$ cat src/rtl/gray_to_binary_seq.sv
// rtl/gray_to_binary_seq.sv - iterative MSB-first Gray-to-binary decoder with valid/ready ports
// Also flags accepted codes that are not a single-bit step from the previous code.
module gray_to_binary_seq #(
  parameter int WIDTH = 4
) (
  input  logic             clk,
  input  logic             rst,
  input  logic             in_valid,
  output logic             in_ready,
  input  logic [WIDTH-1:0] G,
  output logic             out_valid,
  input  logic             out_ready,
  output logic [WIDTH-1:0] B,
  output logic             step_err
);

  localparam int IW = (WIDTH > 1) ? $clog2(WIDTH) : 1;
  localparam logic [IW-1:0] IDX_TOP = (WIDTH > 1) ? IW'(WIDTH - 2) : '0;

  typedef enum logic [1:0] {IDLE, CONV, DONE} state_t;

  state_t         state;
  logic [WIDTH-1:0] g_reg;
  logic [WIDTH-1:0] prev_g;
  logic [IW-1:0]    idx;
  logic             have_prev;

  always_ff @(posedge clk) begin
    if (rst) begin
      state     <= IDLE;
      in_ready  <= 1'b1;
      out_valid <= 1'b0;
      B         <= '0;
      step_err  <= 1'b0;
      g_reg     <= '0;
      idx       <= '0;
      have_prev <= 1'b0;
      prev_g    <= '0;
    end else begin
      case (state)
        IDLE: begin
          if (in_valid) begin
            g_reg          <= G;
            B[WIDTH-1]     <= G[WIDTH-1];
            idx            <= IDX_TOP;
            step_err       <= have_prev ? ($countones(G ^ prev_g) != 1) : 1'b0;
            prev_g         <= G;
            have_prev      <= 1'b1;
            in_ready       <= 1'b0;
            if (WIDTH == 1) begin
              state     <= DONE;
              out_valid <= 1'b1;
            end else begin
              state <= CONV;
            end
          end
        end

        CONV: begin
          // Bit idx folds in the already-decoded bit above it; MSB stays as captured.
          B[WIDTH-1] <= g_reg[WIDTH-1];
          for (int i = 0; i < WIDTH - 1; i++) begin
            if (idx == IW'(i)) begin
              B[i] <= B[i+1] ^ g_reg[i];
            end
          end
          if (idx == '0) begin
            state     <= DONE;
            out_valid <= 1'b1;
          end else begin
            idx <= idx - 1'b1;
          end
        end

        DONE: begin
          if (out_ready) begin
            state     <= IDLE;
            out_valid <= 1'b0;
            in_ready  <= 1'b1;
          end
        end

        default: begin
          state     <= IDLE;
          out_valid <= 1'b0;
          in_ready  <= 1'b1;
        end
      endcase
    end
  end

endmodule

$ cat config.mk
export PLATFORM = sky130hd
export DESIGN_NAME = gray_to_binary_seq
export DESIGN_NICKNAME = d
export VERILOG_FILES = /design/src/rtl/gray_to_binary_seq.sv
export SDC_FILE = /design/constraint.sdc
export NUM_CORES = 1
export LEC_CHECK = 0
export ABC_CLOCK_PERIOD_IN_PS = 5200
export CAP_MARGIN = 5
export CORE_MARGIN = 2
export CORE_UTILIZATION = 53
export DETAILED_ROUTE_END_ITERATION = 10
export PLACE_DENSITY_LB_ADDON = 0.08
export SLEW_MARGIN = 40
export SYNTH_ARGS = -nofsm -noshare
export SYNTH_HDL_FRONTEND = slang
export SYNTH_SLANG_ARGS = --single-unit
$ cat constraint.sdc
create_clock -name clk -period 5.2 [get_ports clk]
set_input_delay 1.04 -clock clk [delete_from_list [all_inputs] [get_ports clk]]
set_output_delay 1.04 -clock clk [all_outputs]
set_load 0.1 [all_outputs]
==> impl_metrics.json, run 1 <==
{
  "hold_class": "flip-flop to flip-flop",
  "synthFlopType": "dfxtp_1",
  "place_inst": 111,
  "cellPowerDensity_nw_per_um2": 363,
  "yosysWarningCount": 0,
  "crit_type": "input pin to flip-flop",
  "port_buffers": 14,
  "dpl-instance-area_sq_um": 912,
  "clk_latency_ns": 0.29,
  "holdWs_ns": 0.473,
  "cts_sinks": 16,
  "final_max_slew_viol_count": 0,
  "critPathCaptureType": "flip-flop",
  "fin_tns_setup_ns": 0,
  "ant_nets": 0,
  "grtUsageMet2": 0.284,
  "syn_inst": 85,
  "ys_types": 27,
  "final_common_cell": "dfxtp_1",
  "wl_per_cell_um": 13.0,
  "min_path_cells": 2,
  "numCtsBuffers": 3,
  "coreArea_sq_um": 1490,
  "vias_per_cell": 5.37,
  "post_cts_resized": 0,
  "cts_buffer_depth": 2,
  "syn_nets": 99,
  "async_flop_share": 0,
  "fp.dieArea_sq_um": 1890,
  "synth-seq-cells": 16,
  "cp_data_required_time_ns": 5.36,
  "drt-initial-drc-count": 5,
  "io_pins": 15,
  "grt_remaining_overflow": 0,
  "fmax_mhz": 349,
  "ctsHoldBuffers": 0,
  "syn2layout_area_growth_pct": 15.0,
  "synth-seq-area-share": 0.388,
  "cts_root_buffer": "clkbuf_4",
  "ctsHtreeMaxLevel": 1,
  "nNetsFinal": 114,
  "stdcell_count": 115,
  "clkTransAtPathRegs_ns": 0.10,
  "worstMarginPinSlew_ns": 0.727,
  "critical_path.max_fanout": 2,
  "track_usage": 0.180,
  "vias": 617,
  "arrival_ns": 3.03,
  "synth-edff-count": 0,
  "status": "finished, final reports clean",
  "met3_usage": 0.0417,
  "dp_hpwl_mm": 1.03,
  "first_global_vias": 548,
  "busiest_layer": "met2",
  "avgSynthCellArea_sq_um": 9.70,
  "layout-drive-gt1-share": 0.172,
  "post-cts-setup-buffer-count": 0,
  "layout_common_cells": "16 x dfxtp_1, 11 x nor2_1",
  "vdd_ir_drop_max_mv": 0.173,
  "rr_worst_depth": 7,
  "cts_tree": "yes",
  "grt_setup_unrepaired": "no",
  "maxCapViolCount": 0,
  "cp-start-kind": "input pin",
  "initial_utilization": 0.554,
  "dr.pass1.iters": 4,
  "grt_pass1_wl_mm": 2.45,
  "finalHoldViolCount": 0,
  "grt_use_met1": 0.230,
  "setup_viol": 0,
  "antenna_cells": 0,
  "antenna_found_initial": 0,
  "dieHeight_um": 43.4,
  "synth_area_sq_um": 825,
  "period_share": 0.550,
  "relSlewSlack": 0.513,
  "wl_mm": 1.49,
  "post-route-drc-count": 0,
  "skew_ns": 0.00434,
  "final_cell_area_sq_um": 948,
  "min_period_ns": 2.86,
  "gp_congestion": 0.722,
  "rows": 14,
  "grt_max_degree": 17,
  "die_w_um": 43.4,
  "leakage_uw": 0.000387
}
==> logic make-up (layout without fill, tap and decap cells) <==
group / count (synthesis) / count (layout) / synth area share
AOI/OAI and AO/OA: 19 / 19 / 0.168
xor gates and xnor gates: 7 / 7 / 0.0744
buffers and inverters: 11 / 25 / 0.0774
and+or+nand+nor: 22 / 22 / 0.143
DFF: 16 / 16 / 0.388
adders and majority gates: 6 / 6 / 0.100
muxes: 4 / 4 / 0.0486
==> synthesized netlist by cell type (2+ instances only) <==
cell | number | share of area
nand2b_1 | 2 | 0.015
a311oi_1 | 3 | 0.032
nand2_1 | 4 | 0.018
dfxtp_1 | 16 | 0.39
inv_1 | 7 | 0.032
mux2i_1 | 4 | 0.049
nor2_1 | 11 | 0.050
xnor2_1 | 6 | 0.064
buf_6 | 3 | 0.041
o21bai_1 | 2 | 0.018
a21oi_1 | 7 | 0.042
ha_1 | 5 | 0.076
==> path summary, 6_finish.rpt <==
| check | startpoint | to | slack [ns] |
|---|---|---|---|
| hold reg to reg | out_valid$_SDFFE_PP0P_ | out_valid$_SDFFE_PP0P_ | 0.47 |
| setup reg to reg | prev_g[0]$_SDFFE_PP0P_ | step_err$_SDFFE_PP0P_ | 3.16 |
| hold / removal | out_valid$_SDFFE_PP0P_ | out_valid$_SDFFE_PP0P_ | 0.47 |
| setup / recovery | G[0] | step_err$_SDFFE_PP0P_ | 2.34 |
==> layer usage <==
metal	routed length, um	vias to the layer above
met5	0	-
met2	665	15
met1	740	280
met3	56	5
li1	-	317
met4	31	0
==> flip-flops by register name (all words and copies together), names as in the netlist <==
| name | count |
|---|---|
| in_ready | 1 |
| idx | 2 |
| out_valid | 1 |
| have_prev | 1 |
| state | 2 |
| prev_g | 4 |
| step_err | 1 |
| B | 4 |
==> report_power, final <==
group	switching [uW]	total, uW	internal (uW)
clock network	42.2	84.9	42.7
logic	74.3	112	37.7
registers	12.9	147	134
total	129	344	215
==> final cells by class <==
class	instances	area, sq um
inverter	7	26.3
fill	132	541
tap	16	20.0
multi-input combinational	58	440
sequential	16	320
clock buffer	4	36.3
timing repair buffer	14	105
==> critical path, stage by stage <==
cell and delay [ns]:
clkdlybuf4s50_1 0.43, xnor2_1 0.16, fa_1 0.53, inv_1 0.05
ha_1 0.20, ha_1 0.27, o311ai_1 0.26, a21oi_1 0.09
==> per-stage QoR <==
stage          utilization  worst slack [ns]  power (uW)
6_report             0.637              2.34         344
5_1_grt              0.637              2.24         364
4_1_cts              0.637              2.33         346
3_5_place_dp         0.613              2.02         261
3_3_place_gp         0.636              2.05         263
2_1_floorplan            -              2.56         244
Note: power is estimated with default switching activity, not from simulation.
==> run 2: changes to the inputs <==
- ABC_CLOCK_PERIOD_IN_PS: 5200 -> 2500
- CORE_UTILIZATION: 53 -> 45
- clock period: 5.2 -> 2.5 ns (I/O delays scaled with it)
==> impl_metrics.json, run 2 (synthesis results as in run 1) <==
{
  "drt-initial-drc-count": 4,
  "vdd_ir_drop_max_mv": 0.630,
  "fp.dieArea_sq_um": 2190,
  "grt_max_degree": 17,
  "ctsHtreeMaxLevel": 1,
  "arrival_ns": 2.53,
  "min_period_ns": 2.38,
  "power.total_uw": 720,
  "track_usage": 0.156,
  "first_global_vias": 546,
  "grt_setup_unrepaired": "no",
  "post-route-drc-count": 0,
  "antenna_cells": 0,
  "die_w_um": 46.8,
  "final_max_slew_viol_count": 0,
  "power_switching_uw": 263,
  "clk_latency_ns": 0.29,
  "clkTransAtPathRegs_ns": 0.10,
  "antenna_found_initial": 0,
  "top_regs": "B x4, prev_g x4",
  "dr.pass1.iters": 2,
  "initial_utilization": 0.478,
  "nNetsFinal": 116,
  "vias": 614,
  "grt_pass1_wl_mm": 2.32,
  "hold_class": "flip-flop to flip-flop",
  "r2r_end": "step_err$_SDFFE_PP0P_",
  "hold_path_end": "out_valid$_SDFFE_PP0P_",
  "dieHeight_um": 46.8,
  "status": "finished, final reports clean",
  "fmax_mhz": 420,
  "gp_congestion": 0.690,
  "cp_data_required_time_ns": 2.65,
  "vias_per_cell": 4.87,
  "skew_ns": 0.00708,
  "final_common_cell": "dfxtp_1",
  "stdcell_count": 126,
  "coreArea_sq_um": 1730,
  "swShare": 0.366,
  "io_pins": 15,
  "comb_power_share": 0.338,
  "fin_util": 0.579,
  "rows": 15,
  "wl_per_cell_um": 10.9,
  "layout_common_cells": "16 x dfxtp_1, 11 x nor2_1, 9 x buf_4",
  "leakage_uw": 0.000398,
  "setup_viol": 0,
  "syn2layout_area_growth_pct": 21.2,
  "cts_tree": "yes",
  "relSlewSlack": 0.598,
  "hp-start": "out_valid$_SDFFE_PP0P_",
  "grt_remaining_overflow": 0,
  "p_clk_frac": 0.237,
  "place_inst": 122,
  "min_path_cells": 2,
  "cp-start-kind": "input pin",
  "fin_tns_setup_ns": 0,
  "wl_mm": 1.38,
  "cellPowerDensity_nw_per_um2": 721,
  "rr_worst_depth": 7,
  "worstMarginPinSlew_ns": 0.601,
  "finalHoldViolCount": 0,
  "layout-drive-gt1-share": 0.198,
  "cts_sinks": 16,
  "post-cts-setup-buffer-count": 0,
  "dp_hpwl_mm": 1.05,
  "cts_root_buffer": "clkbuf_4",
  "ant_nets": 0,
  "place_ws_ns": -0.229,
  "critical_path.max_fanout": 2,
  "intPower_uw": 457,
  "setup_ws_ns": 0.121,
  "maxCapViolCount": 0,
  "numCtsBuffers": 3,
  "p_seq_frac": 0.426,
  "port_buffers": 14,
  "critPathCaptureType": "flip-flop",
  "cts_buffer_depth": 2,
  "reg2reg_from": "prev_g[0]$_SDFFE_PP0P_",
  "crit_type": "input pin to flip-flop",
  "rrSetupSlack_ns": 0.42,
  "period_share": 0.951
}
run 2: cell count changes in the layout (fill, tap and decap cells not counted):
cell / previous run / this run
buf_4: 0 / 9
o311ai_2: 0 / 1
buf_2: 7 / 0
o311ai_1: 1 / 0
run 2: worst max path at each step:
stage,startpoint,endpoint,slack (ns),cells after the start
final,G[0],step_err$_SDFFE_PP0P_,0.12,8
after detailed placement,G[0],step_err$_SDFFE_PP0P_,-0.23,8
after global placement,G[0],step_err$_SDFFE_PP0P_,-0.12,8
after global routing,G[0],step_err$_SDFFE_PP0P_,0.02,8
after CTS,G[0],step_err$_SDFFE_PP0P_,0.08,8
after floorplan,G[0],step_err$_SDFFE_PP0P_,0.40,7
run 2: final cells by class:
type	count	area (sq um)
timing repair buffer	16	138
inverter	7	26.3
clock buffer	4	36.3
sequential	16	320
multi-input combinational	58	448
fill	177	727
tap	25	31.3
run 2: power by group through the flow:
stage | combinational (uW) | clock [uW] | sequential [uW]
6_report | 243 | 170 | 307
5_1_grt | 269 | 189 | 311
4_1_cts | 242 | 180 | 307
3_5_place_dp | 241 | 0 | 312
3_3_place_gp | 238 | 0 | 312
2_1_floorplan | 124 | 0 | 382
run 2: timing repair:
item	CTS	global route
setup endpoints to repair	0	1
hold buffers	0	0
gates resized for setup	0	1
run 2: critical path, stage by stage:
cell,delay [ns]
clkdlybuf4s50_1,0.43
xnor2_1,0.16
fa_1,0.54
inv_1,0.05
ha_1,0.19
ha_1,0.28
o311ai_2,0.27
a21oi_1,0.11
run 2: stage by stage:
| stage | cell area [sq um] | hold WS [ns] |
|---|---|---|
| 2_1_floorplan | 825 | 0.440 |
| 3_3_place_gp | 956 | 0.461 |
| 3_5_place_dp | 956 | 0.463 |
| 4_1_cts | 992 | 0.480 |
| 5_1_grt | 1000 | 0.499 |
| 6_report | 1000 | 0.474 |
run 2: layer usage:
layer,track usage,share of wire,vias up
li1,-,-,323
met1,0.188,0.45,281
met2,0.252,0.50,10
met3,0.0808,0.050,0
met4,0.0333,0,0
met5,0,0,-
